[src/rtl/itch_rx_arbiter.sv]
// Packet-granular round-robin merge of ITCH feeds A/B with max-length truncation and stats.
// Latency: 1 cycle from accepted beat to pkt_* output; 1 beat/cycle throughput, 0-cycle packet gap.
// Backpressure: rdy is combinational, with no path from pkt_*; the output has no rdy and is never stalled.
module itch_rx_arbiter #(
    parameter int MAX_BEATS = 32,
    parameter int CNT_W     = 16
) (
    input  logic             clk,
    input  logic             rst,
    input  logic [63:0]      rx_data_a,
    input  logic             rx_sof_a,
    input  logic             rx_eof_a,
    input  logic [2:0]       rx_len_a,
    input  logic             rx_vld_a,
    output logic             rx_rdy_a,
    input  logic [63:0]      rx_data_b,
    input  logic             rx_sof_b,
    input  logic             rx_eof_b,
    input  logic [2:0]       rx_len_b,
    input  logic             rx_vld_b,
    output logic             rx_rdy_b,
    output logic [63:0]      pkt_data,
    output logic             pkt_sof,
    output logic             pkt_eof,
    output logic             pkt_vld,
    output logic [2:0]       pkt_len,
    output logic             active_port,
    output logic             busy,
    output logic [CNT_W-1:0] pkt_cnt_a,
    output logic [CNT_W-1:0] pkt_cnt_b,
    output logic [7:0]       trunc_cnt,
    output logic [7:0]       stray_cnt
);
    typedef enum logic [1:0] {IDLE, GRANT, FLUSH} state_t;

    localparam logic [6:0] MAX_B = 7'(MAX_BEATS);

    state_t      state;
    logic        grant;
    logic        last_grant;
    logic [6:0]  beat_cnt;

    logic        cand_a, cand_b, any_cand, win, sel_b, acc;
    logic [63:0] beat_data;
    logic        beat_eof;
    logic [2:0]  beat_len;
    logic [6:0]  beat_next;

    always_comb begin
        cand_a   = rx_vld_a & rx_sof_a;
        cand_b   = rx_vld_b & rx_sof_b;
        any_cand = cand_a | cand_b;
        // On a tie the port that did not win last time goes next.
        win      = (cand_a & cand_b) ? ~last_grant : cand_b;
        rx_rdy_a = 1'b0;
        rx_rdy_b = 1'b0;
        if (rst) begin
            if (state == IDLE) begin
                if (any_cand) begin
                    rx_rdy_a = ~win;
                    rx_rdy_b = win;
                end else begin
                    rx_rdy_a = rx_vld_a;
                    rx_rdy_b = rx_vld_b;
                end
            end else begin
                rx_rdy_a = ~grant;
                rx_rdy_b = grant;
            end
        end
        sel_b     = (state == IDLE) ? win : grant;
        beat_data = sel_b ? rx_data_b : rx_data_a;
        beat_eof  = sel_b ? rx_eof_b : rx_eof_a;
        beat_len  = sel_b ? rx_len_b : rx_len_a;
        acc       = sel_b ? (rx_vld_b & rx_rdy_b) : (rx_vld_a & rx_rdy_a);
        beat_next = beat_cnt + 7'd1;
    end

    assign active_port = grant;
    assign busy        = (state != IDLE);

    always_ff @(posedge clk or negedge rst) begin
        if (!rst) begin
            state      <= IDLE;
            grant      <= 1'b0;
            last_grant <= 1'b1;
            beat_cnt   <= '0;
            pkt_data   <= '0;
            pkt_sof    <= 1'b0;
            pkt_eof    <= 1'b0;
            pkt_vld    <= 1'b0;
            pkt_len    <= '0;
            pkt_cnt_a  <= '0;
            pkt_cnt_b  <= '0;
            trunc_cnt  <= '0;
            stray_cnt  <= '0;
        end else begin
            pkt_vld <= 1'b0;
            case (state)
                IDLE: begin
                    if (any_cand) begin
                        grant      <= win;
                        last_grant <= win;
                        pkt_vld    <= 1'b1;
                        pkt_data   <= beat_data;
                        pkt_sof    <= 1'b1;
                        pkt_eof    <= beat_eof;
                        pkt_len    <= beat_len;
                        if (beat_eof) begin
                            if (sel_b) pkt_cnt_b <= pkt_cnt_b + CNT_W'(1);
                            else       pkt_cnt_a <= pkt_cnt_a + CNT_W'(1);
                        end else begin
                            state    <= GRANT;
                            beat_cnt <= 7'd1;
                        end
                    end else if ((rx_vld_a | rx_vld_b) && stray_cnt != 8'hff) begin
                        stray_cnt <= stray_cnt + 8'd1;
                    end
                end
                GRANT: begin
                    if (acc) begin
                        pkt_vld  <= 1'b1;
                        pkt_data <= beat_data;
                        pkt_sof  <= 1'b0;
                        beat_cnt <= beat_next;
                        if (beat_eof) begin
                            pkt_eof <= 1'b1;
                            pkt_len <= beat_len;
                            state   <= IDLE;
                            if (sel_b) pkt_cnt_b <= pkt_cnt_b + CNT_W'(1);
                            else       pkt_cnt_a <= pkt_cnt_a + CNT_W'(1);
                        end else if (beat_next == MAX_B) begin
                            pkt_eof <= 1'b1;
                            pkt_len <= 3'd7;
                            state   <= FLUSH;
                            if (trunc_cnt != 8'hff) trunc_cnt <= trunc_cnt + 8'd1;
                        end else begin
                            pkt_eof <= 1'b0;
                            pkt_len <= beat_len;
                        end
                    end
                end
                FLUSH: begin
                    if (acc && beat_eof) state <= IDLE;
                end
                default: state <= IDLE;
            endcase
        end
    end
endmodule

[config.mk]
export PLATFORM = sky130hd
export DESIGN_NAME = itch_rx_arbiter
export DESIGN_NICKNAME = d
export VERILOG_FILES = /design/src/rtl/itch_rx_arbiter.sv
export SDC_FILE = /design/constraint.sdc
export NUM_CORES = 1
export LEC_CHECK = 0
export BUFFER_PORTS_ARGS = -buffer_cell sky130_fd_sc_hd__buf_2
export CAP_MARGIN = 20
export CORE_MARGIN = 2
export CORE_UTILIZATION = 30
export DETAILED_ROUTE_END_ITERATION = 12
export SYNTH_ARGS = -nofsm -noshare
export SYNTH_HDL_FRONTEND = slang
export SYNTH_SLANG_ARGS = --single-unit
[constraint.sdc]
create_clock -name clk -period 4.92 [get_ports clk]
set_clock_uncertainty 0.05 [all_clocks]
set_input_delay 0.738 -clock clk [delete_from_list [all_inputs] [get_ports clk]]
set_output_delay 0.738 -clock clk [all_outputs]
set_load 0.005 [all_outputs]
---- Word-level counts from Yosys, hierarchy flattened ----
Cells that the tools add are included.
operators by class
  bitwise gates (word level) .............. 12
  equal/unequal tests ..................... 10
  multiplexer cells ....................... 52
  add/sub/neg operators ................... 5
  reduce and logical (&&, ||, !) cells .... 11
operator list
  kind                     number
  $mux W64                 3
  $mux W16                 8
  $pmux W64 S2             1
  $pmux W16 S2             2
  $add A16 B1 Y16 const B  2
  $mux W7                  3
  $mux W1                  18
  $add A8 B1 Y8 const B    2
  $ne A8 B8 Y1 const B     2
  $mux W3                  5
  $pmux W7 S2              1
  $mux W2                  6
  $reduce_and A5 Y1        2
  $ne A2 B2 Y1 const B     4
  $add A7 B1 Y7 const B    1
  $eq A7 B6 Y1 const B     1
  $pmux W1 S2              3
  $pmux W2 S3              1
  $pmux W3 S2              1
  $reduce_and A3 Y1        2
  $and A1 B1 Y1            5
  $not A1 Y1               5
  $reduce_and A4 Y1        1
  $reduce_bool A2 Y1       2
  other kinds (7)          9
storage, ports and cells
  input port bits ......................... 142
  register bits ........................... 129

---- Depth between registers and ports, before layout ----
Gate-level depths: netlist (run 1).
  depth in word-level cells ............... 12
  gate-level depth with buffers ........... 8
  gate-level depth less buffers ........... 6

---- Worst setup path after synthesis (run 1) ----
Ideal clock, no wire load.
  path kind ............................... in2reg
  start point ............................. input rx_vld_b
  end point ............................... register trunc_cnt[1]
  required time ........................... 4.743 ns
  buffers on the path ..................... 2
  cell stages on the path ................. 7
  setup slack ............................. 2.597 ns
  arrival time ............................ 2.146 ns
  path through ............................ buf_2 -> and4bb_4 -> a21oi_1 -> buf_4 -> mux2i_4 -> nand3_2 -> mux2_1
between the ends
  longest elaborated chain between the ends .. 10
  elaborated cells on any way between the ends .. 18
  classes of those cells .................. mux: 10; bitwise: 7; reduce/logical: 1
RTL lines
  what                             RTL line  text
  start, declared                  20        input logic rx_vld_b,
  $and A1 B1 Y1                    51        cand_b = rx_vld_b & rx_sof_b;
  $and A1 B1 Y1                    54        win = (cand_a & cand_b) ? ~last_grant : cand_b;
  $mux W1                          54
  $not A1 Y1                       60        rx_rdy_a = ~win;
  $mux W1                          59        if (any_cand) begin
  $mux W1                          58        if (state == IDLE) begin
  $mux W1                          57        if (rst) begin
  $and A1 B1 Y1                    75        acc = sel_b ? (rx_vld_b & rx_rdy_b) : (rx_vld_a & rx_rdy_a);
  $mux W1                          75
  $reduce_and A5 Y1 (no line) (*)  --
  end signal, assigned             136       if (trunc_cnt != 8'hff) trunc_cnt <= trunc_cnt + 8'd1;
  end, declared                    31        output logic [7:0] trunc_cnt,
Mark *: on every way between the ends. The rest lies on a longest branch, timed or not.
A chain may end at the register's enable or synchronous reset.

---- Final worst setup path (run 1) ----
  start point ............................. input rst
  end point ............................... output rx_rdy_b
between the ends
  longest elaborated chain between the ends .. 1
RTL lines
  what             RTL line  text
  start, declared  9         input logic rst,
  $mux W1          57
  end, declared    21        output logic rx_rdy_b,
Every way passes these cells.

==> impl_metrics.json, run 1 <==
{
  "grt_max_degree": 81,
  "combinationalPowerShare_pct": 35.6,
  "clock-root-buffer": "clkbuf_16",
  "clockPowerShare_pct": 27.2,
  "r2r_end": "pkt_data[7]",
  "via_count": 5121,
  "outcome": "completed",
  "port_buffers": 263,
  "synth_warnings": 0,
  "timing.rr.start": "state[0]",
  "synthArstFlopShare_pct": 100,
  "seq_power_share_pct": 37.2,
  "cap_violations": 0,
  "synth_cells": 589,
  "seq_area_frac_synth_pct": 51.9,
  "power_leakage_nw": 4.46,
  "cp_max_fo": 64,
  "coreArea_um2": 20300,
  "postCtsSetupBuffers": 0,
  "gp_congestion": 0.746,
  "maxSlewViolCount": 0,
  "synth.avg_cell_area_um2": 10.6,
  "drtPass1Iterations": 4,
  "first_iter_violations": 121,
  "postCtsResizedCells": 0,
  "worstPathArrival_ns": 2.06,
  "period_share_pct": 57.8,
  "max-vdd-ir-drop_uv": 235,
  "dieArea_um2": 21900,
  "fillers": 2048,
  "synthFlopType": "dfrtp_1",
  "netlist_top_cells_area": "dfrtp_1, mux2i_1, o21ai_0",
  "switching_share_pct": 36.6,
  "max_slew_margin_pct": 44.5,
  "yosysUniqueCellTypes": 56,
  "drc": 0,
  "required_ns": 4.13,
  "clk_latency_ns": 0.41,
  "r2r_cells": 5,
  "wl_per_cell_um": 14.4,
  "track_usage_pct": 14.9,
  "nNetsFinal": 995,
  "clock_sinks": 129,
  "fin_ws_ns": 2.07,
  "power.switching_mw": 1.69,
  "synth.ff_latch_count": 129,
  "antenna_found_initial": 0,
  "hold_viol_final": 0,
  "holdBufCountCts": 0,
  "cts_tree": "done",
  "syn_area_um2": 6220,
  "via_per_inst": 4.53,
  "numCtsBuffers": 17,
  "ant_nets": 0,
  "grt_overflow": 0,
  "max_freq_mhz": 351,
  "end_kind": "output port",
  "final-setup-viol-count": 0,
  "synth.most_common_cell": "dfrtp_1",
  "placement.setup.worst_slack_ns": 1.84,
  "grt_pass1_wl_um": 25900,
  "synth_common_cells": "dfrtp_1, nand2_1, o21ai_0",
  "area_growth_syn_to_layout_pct": 34.5,
  "wl_um": 16300,
  "n_antenna_cell": 0,
  "synth.top_cell.area_share_pct": 51.5,
  "synth_area_leader_cell": "dfrtp_1",
  "hpwl_um": 12300,
  "pin_count": 264,
  "initial_utilization_pct": 30.6,
  "htree_levels": 4,
  "crit_type": "input port to output port",
  "die_h_um": 148,
  "hold_class": "input port to asynchronous set/reset pin",
  "pwr_density_cell_nw_per_um2": 551,
  "row_count": 52,
  "synth_edf_count": 0,
  "dp.cells": 1099,
  "finalSetupTns_ns": 0,
  "drive_gt1_share_pct": 36.9,
  "instances_no_fill": 1131,
  "clkTransAtPathRegs_ns": 0.06,
  "grt_pass1_vias": 4972,
  "worst_pin_slew_ns": 0.833,
  "fin_util_pct": 41.2,
  "die-width_um": 148,
  "r2r_slack_ns": 2.16,
  "start_kind": "input port",
  "syn_nets": 736,
  "p_int_mw": 2.92,
  "clk_path_buf_depth": 2,
  "final.min_clock_period_ns": 2.85,
  "rsz0062_at_grt": "no"
}
## cells by family (layout without fill, tap and decap cells)
group	Yosys count	in the layout	synth area share, %
flops	129	129	51.9
xor+xnor	45	45	6.34
mux	74	74	12.2
fa+ha+maj	5	5	1.01
simple gates	191	191	15.6
buf+inv	41	313	3.30
compound gates	104	104	9.61
## sequential cells by signal, summed over array words and instances, names as in the netlist
name / flops
pkt_cnt_a: 16
pkt_data: 64
last_grant: 1
beat_cnt: 7
pkt_sof: 1
pkt_vld: 1
active_port: 1
pkt_cnt_b: 16
state: 2
stray_cnt: 8
trunc_cnt: 8
pkt_len: 3
pkt_eof: 1
## power by group through the flow
stage	registers [mW]	clock network [mW]	logic, mW
4_1_cts	1.72	1.28	1.68
5_1_grt	1.78	1.34	1.85
3_5_place_dp	1.72	0	1.69
3_3_place_gp	1.73	0	1.65
6_report	1.71	1.25	1.64
2_1_floorplan	1.71	0	1.01
## metal layers
layer | global-route usage (%) | vias up | routed length [um]
li1 | - | 2575 | -
met1 | 19.6 | 2375 | 7480
met2 | 24.4 | 164 | 7870
met3 | 3.89 | 7 | 854
met4 | 4.00 | 0 | 116
met5 | 0 | - | 0
## worst max-delay path, stage by stage
cell and delay [ns]:
buf_6 0.21, buf_4 0.67, a21boi_0 0.28, buf_2 0.15
## layout by cell type (no fill, tap or decap), types with 2 or more instances in the layout
| cell | synthesis | layout |
|---|---|---|
| buf_2 | 13 | 262 |
| and2_1 | 2 | 2 |
| xor2_1 | 18 | 18 |
| nor3b_1 | 2 | 2 |
| inv_1 | 13 | 13 |
| clkbuf_16 | 0 | 17 |
| o22ai_1 | 3 | 3 |
| or3_1 | 2 | 2 |
| mux2_1 | 2 | 2 |
| a21oi_1 | 11 | 10 |
| dfrtp_1 | 128 | 128 |
| buf_4 | 3 | 5 |
| a31oi_1 | 3 | 3 |
| bufinv_16 | 0 | 2 |
| nor3_1 | 3 | 3 |
| nand4_1 | 17 | 17 |
| o21ai_0 | 70 | 70 |
| clkinvlp_4 | 0 | 6 |
| and4_1 | 2 | 2 |
| ha_1 | 5 | 5 |
| mux2_2 | 2 | 2 |
| nor2_1 | 25 | 25 |
| nand2_1 | 93 | 93 |
| nand3_1 | 13 | 13 |
| xnor2_1 | 27 | 27 |
| a22o_1 | 5 | 5 |
| clkinv_2 | 0 | 2 |
| inv_6 | 0 | 5 |
| mux2i_1 | 69 | 69 |
| nor4_4 | 2 | 2 |
| and3_1 | 17 | 17 |
## final cells by class
type / count / area [um^2] / share of cell area, %
clock buffers: 17 / 425 / 5.09
clock inverters: 15 / 159 / 1.90
repair buffers: 268 / 1360 / 16.3
inverters: 13 / 48.8 / 0.583
multi-input cells: 419 / 2810 / 33.5
flip-flops and latches: 129 / 3230 / 38.6
well taps: 270 / 338 / 4.04
## through the flow
stage | total power, mW | hold WS [ns] | cell area (um^2)
3_3_place_gp | 3.38 | 0.402 | 7780
3_5_place_dp | 3.42 | 0.407 | 7780
2_1_floorplan | 2.72 | 0.392 | 6220
6_report | 4.61 | 0.121 | 8370
5_1_grt | 4.97 | 0.111 | 8370
4_1_cts | 4.69 | 0.104 | 8370
## worst max-delay path by stage
stage | start | to | slack, ns | depth (start not counted)
after floorplan | rx_vld_b | trunc_cnt[1] | 2.60 | 7
after global placement | rst | trunc_cnt[1] | 1.92 | 6
after detailed placement | rst | trunc_cnt[1] | 1.84 | 6
after CTS | rst | rx_rdy_b | 1.96 | 4
after global routing | rst | rx_rdy_b | 1.85 | 4
final | rst | rx_rdy_b | 2.07 | 4
No activity file was read; power rests on OpenSTA's default activity.
==> run 2, diff against run 1 <==
--- a/config.mk
+++ b/config.mk
@@ -5,6 +5,7 @@
 export SDC_FILE = /design/constraint.sdc
 export NUM_CORES = 1
 export LEC_CHECK = 0
+export ABC_AREA = 1
 export BUFFER_PORTS_ARGS = -buffer_cell sky130_fd_sc_hd__buf_2
 export CAP_MARGIN = 20
 export CORE_MARGIN = 2
==> constraint.sdc (replaced) <==
create_clock -name clk -period 2.31 [get_ports clk]
set_clock_uncertainty 0.05 [all_clocks]
set_input_delay 0.3465 -clock clk [delete_from_list [all_inputs] [get_ports clk]]
set_output_delay 0.3465 -clock clk [all_outputs]
set_load 0.005 [all_outputs]
==> impl_metrics.json, run 2 <==
{
  "hpwl_um": 15000,
  "outcome": "complete, but fails checks",
  "ant_nets": 0,
  "cap_violations": 0,
  "gp_congestion": 0.797,
  "finalSetupTns_ns": 0,
  "holdBufCountCts": 0,
  "cp_max_fo": 7,
  "synth_cells": 998,
  "dieArea_um2": 25300,
  "synthFlopType": "dfrtp_1",
  "synth.top_cell.area_share_pct": 44.4,
  "seq_area_frac_synth_pct": 44.7,
  "max-vdd-ir-drop_uv": 559,
  "hold_viol_final": 34,
  "instances_no_fill": 1587,
  "cpPeakStageDelay_ns": 0.53,
  "synth_common_cells": "nand2_1, nand3_1, dfrtp_1",
  "netlist_top_cells_area": "dfrtp_1, nand2_1, nand3_1",
  "max_slew_margin_pct": 49.4,
  "track_usage_pct": 16.8,
  "synth.most_common_cell": "nand2_1",
  "row_count": 56,
  "pwr_density_cell_nw_per_um2": 1140,
  "worstPathArrival_ns": 2.39,
  "grt_overflow": 0,
  "drive_gt1_share_pct": 26.8,
  "clk_path_buf_depth": 2,
  "coreArea_um2": 23500,
  "port_buffers": 263,
  "worst_pin_slew_ns": 0.760,
  "cts_tree": "done",
  "end_kind": "flop",
  "power_leakage_nw": 5.42,
  "period_share_pct": 92.4,
  "initial_utilization_pct": 30.7,
  "cp.depth": 12,
  "crit_type": "flop to flop",
  "cpMostUsedCell": "nand2_1",
  "via_count": 7136,
  "wl_um": 21100,
  "start_kind": "flop",
  "dp.cells": 1553,
  "numCtsBuffers": 17,
  "mostFrequentLayoutCells": "nand2_1, buf_2, nand3_1, dfrtp_1, nor2_1",
  "synth_warnings": 0,
  "reg_top3": "pkt_data x64, pkt_cnt_a x16, pkt_cnt_b x16",
  "final-setup-viol-count": 0,
  "path_buf_inv": 2,
  "fillers": 2547,
  "synth.ff_latch_count": 129,
  "grt_max_degree": 130,
  "nNetsFinal": 1401,
  "wl_per_cell_um": 13.3,
  "htree_levels": 4,
  "pin_count": 264,
  "via_per_inst": 4.50,
  "grt_pass1_wl_um": 34600,
  "cpLargestDelayFamily": "simple AND/OR/NAND/NOR gates",
  "maxSlewViolCount": 0,
  "slowest_stage": "dfstp_2",
  "clock_sinks": 129,
  "die-width_um": 159,
  "top_register": "pkt_data",
  "yosysUniqueCellTypes": 34,
  "antenna_found_initial": 3,
  "synthArstFlopShare_pct": 100,
  "clkTransAtPathRegs_ns": 0.06,
  "first_iter_violations": 296,
  "synth_area_leader_cell": "dfrtp_1",
  "r2r_cells": 12,
  "clk_latency_ns": 0.41,
  "synth.avg_cell_area_um2": 7.23,
  "path_cells": "nand3_1, nand2_1, nand2_2, nand2_4, buf_4, nand2_1, nand2_1, nand2_1, nor2_2, nand3_1, nand2_1, inv_1",
  "syn_area_um2": 7220,
  "required_ns": 2.57,
  "max_freq_mhz": 468,
  "area_growth_syn_to_layout_pct": 31.6,
  "crit_start": "last_grant",
  "grt_pass1_vias": 6705,
  "largest_reg_flops": 64,
  "syn_nets": 1145,
  "final_common_cell": "nand2_1",
  "violations": "hold timing",
  "drc": 0,
  "hold_class": "input port to asynchronous set/reset pin",
  "rsz0062_at_grt": "no",
  "whs_ns": -0.0305,
  "timing.rr.start": "last_grant",
  "synth_edf_count": 0,
  "clock-root-buffer": "clkbuf_16",
  "power_mw": 10.9,
  "drtPass1Iterations": 5,
  "final.min_clock_period_ns": 2.13,
  "die_h_um": 159
}
[run 2: cell type report]
cell class | count | area, um^2 | share of cell area [%]
inverters | 42 | 165 | 1.74
repair buffers | 282 | 1520 | 16.0
multi-input cells | 782 | 3560 | 37.5
well taps | 319 | 399 | 4.20
clock inverters | 11 | 154 | 1.62
diodes | 1 | 2.50 | 0.0263
clock buffers | 21 | 470 | 4.95
flip-flops and latches | 129 | 3230 | 34.0
[run 2: layer usage]
layer  global-route usage (%)  routed length (um)  vias up  part of all wire (%)
li1                         -                   -     3659                     -
met1                     22.0                9550     3225                    45
met2                     27.5                9980      232                    47
met3                     4.22                1270       18                   6.0
met4                     4.55                 272        2                   1.3
met5                        0                  15        -                 0.071
[run 2: worst paths after layout]
check	end	slack, ns
worst max-delay path	trunc_cnt[0]	0.18
worst min-delay path	trunc_cnt[3]	-0.03
worst max register to register	trunc_cnt[0]	0.18
worst min register to register	pkt_sof	0.42
max in group asynchronous	pkt_cnt_b[10]	1.62
min in group clk	pkt_data[41]	0.17
[run 2: repair_timing]
action                                 in CTS  in global routing
endpoints found under the hold margin       0                  0
pin swaps                                   1                  0
gates resized for setup                     1                  4
buffers inserted                            1                  0
setup endpoints to repair                   1                  6
[run 2: through the flow]
step	cell area (um^2)	worst slack, ns	utilization (%)	hold WS, ns
5_1_grt	9500	0.0185	40.4	0.0613
3_5_place_dp	8850	0.236	37.6	0.408
2_1_floorplan	7220	0.531	-	0.000909
6_report	9500	0.175	40.4	-0.0305
4_1_cts	9480	0.0865	40.3	0.0340
3_3_place_gp	8850	0.259	37.6	0.402
[run 2: cell families after synthesis]
| logic type | after synthesis | synth area share (%) |
|---|---|---|
| AO/OA/AOI/OAI | 12 | 0.936 |
| XOR/XNOR | 39 | 4.73 |
| adder cells (fa/ha/maj) | 5 | 0.867 |
| buffers and inverters | 87 | 6.12 |
| flip-flops | 129 | 44.7 |
| AND/OR/NAND/NOR | 726 | 42.6 |
[run 2: report_power, final]
part | internal (mW) | switching, mW
combinational | 1.72 | 2.84
clock | 1.79 | 1.05
sequential | 3.00 | 0.466
==> run 3, diff against run 2 <==
--- a/config.mk
+++ b/config.mk
@@ -11,6 +11,8 @@
 export CORE_MARGIN = 2
 export CORE_UTILIZATION = 30
 export DETAILED_ROUTE_END_ITERATION = 12
+export SKIP_LAST_GASP = 1
+export SLEW_MARGIN = 0
 export SYNTH_ARGS = -nofsm -noshare
 export SYNTH_HDL_FRONTEND = slang
 export SYNTH_SLANG_ARGS = --single-unit
==> constraint.sdc (replaced) <==
create_clock -name clk -period 2.31 [get_ports clk]
set_clock_uncertainty 0.05 [all_clocks]
set_input_delay 0.231 -clock clk [delete_from_list [all_inputs] [get_ports clk]]
set_output_delay 0.231 -clock clk [all_outputs]
set_load 0.005 [all_outputs]
==> impl_metrics.json, run 3 (synthesis results as in run 2) <==
{
  "outcome": "completed",
  "initial_utilization_pct": 30.7,
  "hold_viol_final": 0,
  "cap_violations": 0,
  "holdBufCountCts": 1,
  "track_usage_pct": 16.5,
  "die-width_um": 159,
  "hp-start": "rx_data_b[25]",
  "clock_sinks": 129,
  "whs_ns": 0.0545,
  "period_share_pct": 90.2,
  "grt_pass1_vias": 6831,
  "cpPeakStageDelay_ns": 0.52,
  "combinationalPowerShare_pct": 42.3,
  "worst_pin_slew_ns": 0.732,
  "final_common_cell": "nand2_1",
  "crit_type": "flop to output port",
  "hpwl_um": 15000,
  "hold_depth": 5,
  "port_buffers": 263,
  "fin_util_pct": 40.1,
  "worstPathArrival_ns": 1.80,
  "clk_path_buf_depth": 2,
  "die_h_um": 159,
  "power.switching_mw": 4.29,
  "cp_max_fo": 28,
  "drive_gt1_share_pct": 26.3,
  "power_leakage_nw": 5.39,
  "area_growth_syn_to_layout_pct": 30.6,
  "clkTransAtPathRegs_ns": 0.06,
  "start_kind": "flop",
  "pwr_density_cell_nw_per_um2": 1130,
  "numCtsBuffers": 17,
  "grt_pass1_wl_um": 34400,
  "r2r_cells": 11,
  "ant_nets": 0,
  "row_count": 56,
  "clockPowerShare_pct": 25.0,
  "nNetsFinal": 1399,
  "timing.rr.start": "last_grant",
  "mostFrequentLayoutCells": "nand2_1, buf_2, nand3_1, dfrtp_1, nor2_1",
  "postCtsSetupBuffers": 0,
  "hold_class": "input port to flop",
  "grt_overflow": 0,
  "max_slew_margin_pct": 51.2,
  "fillers": 2562,
  "pin_count": 264,
  "slowest_stage": "dfstp_2",
  "n_antenna_cell": 0,
  "via_count": 7100,
  "r2r_slack_ns": 0.23,
  "largest_reg_flops": 64,
  "via_per_inst": 4.48,
  "antenna_found_initial": 1,
  "path_cells": "nand3_1, nand2_1, nand2_2, nand2_4, inv_4, nor3_1, buf_2",
  "p_int_mw": 6.32,
  "instances_no_fill": 1584,
  "required_ns": 2.03,
  "cts_tree": "done",
  "coreArea_um2": 23500,
  "end_kind": "output port",
  "rsz0062_at_grt": "no",
  "max_freq_mhz": 480,
  "seq_power_share_pct": 32.7,
  "drc": 0,
  "switching_share_pct": 40.5,
  "dieArea_um2": 25300,
  "grt_max_degree": 124,
  "power_mw": 10.6,
  "hold_end": "pkt_data[25]",
  "top_register": "pkt_data",
  "final.min_clock_period_ns": 2.08,
  "clock-root-buffer": "clkbuf_16",
  "max-vdd-ir-drop_uv": 549,
  "wl_per_cell_um": 13.1,
  "first_iter_violations": 352,
  "maxSlewViolCount": 0,
  "gp_congestion": 0.834,
  "clk_latency_ns": 0.41,
  "postCtsResizedCells": 0,
  "reg_top3": "pkt_data x64, pkt_cnt_a x16, pkt_cnt_b x16",
  "wl_um": 20800,
  "drtPass1Iterations": 5,
  "r2r_end": "pkt_cnt_b[1]",
  "finalSetupTns_ns": 0,
  "htree_levels": 4,
  "final-setup-viol-count": 0,
  "dp.cells": 1551
}
-- run 3: changes by cell type in the layout (fill, tap and decap cells not counted), sizes merged --
cell,delta
clkinvlp,-4
buf,-3
inv,-2
clkinv,+6
diode,-1
bufinv,-1
dlygate4sd3,+1
clkbuf,+1
-- run 3: metal layers --
layer	GRT usage (%)	wire, um	up-vias
met2	28.0	9940	161
met3	4.04	956	12
met4	4.05	202	0
met1	21.3	9700	3281
li1	-	-	3646
met5	0	0	-
-- run 3: power by group through the flow --
| stage | clock (mW) | combinational [mW] | sequential, mW |
|---|---|---|---|
| finish | 2.66 | 4.49 | 3.47 |
| global route | 2.84 | 5.12 | 3.57 |
| CTS | 2.74 | 4.57 | 3.47 |
| detailed placement | 0 | 4.56 | 3.49 |
| global placement | 0 | 4.51 | 3.49 |
| floorplan | 0 | 2.85 | 3.52 |
-- run 3: cell type report --
| cell class | instances | area [um^2] | share of cell area, % |
|---|---|---|---|
| Clock inverter | 10 | 110 | 1.17 |
| Clock buffer | 22 | 464 | 4.92 |
| Multi-Input combinational cell | 782 | 3550 | 37.6 |
| Timing Repair Buffer | 280 | 1520 | 16.1 |
| Tap cell | 319 | 399 | 4.23 |
| Inverter | 42 | 163 | 1.73 |
| Sequential cell | 129 | 3230 | 34.2 |
-- run 3: critical path, delay by kind of cell (launching register included) --
| kind | cells | cell delay [ns] |
|---|---|---|
| and+or+nand+nor | 5 | 0.56 |
| buffers and inverters | 2 | 0.30 |
| DFF | 1 | 0.52 |
-- run 3: per-stage QoR --
stage	setup slack, ns	instance area (um^2)
floorplan	0.531	7220
global placement	0.256	8840
detailed placement	0.219	8840
CTS	0.184	9430
global route	0.00887	9430
finish	0.227	9430
-- run 3: how the worst max path moves through the flow --
| stage | start | to | cells past startpoint |
|---|---|---|---|
| global route | last_grant | pkt_len[2] | 9 |
| finish | last_grant | rx_rdy_a | 7 |
| global placement | last_grant | pkt_len[1] | 9 |
| floorplan | state[1] | pkt_cnt_a[11] | 10 |
| CTS | last_grant | rx_rdy_a | 7 |
| detailed placement | last_grant | pkt_cnt_b[1] | 11 |
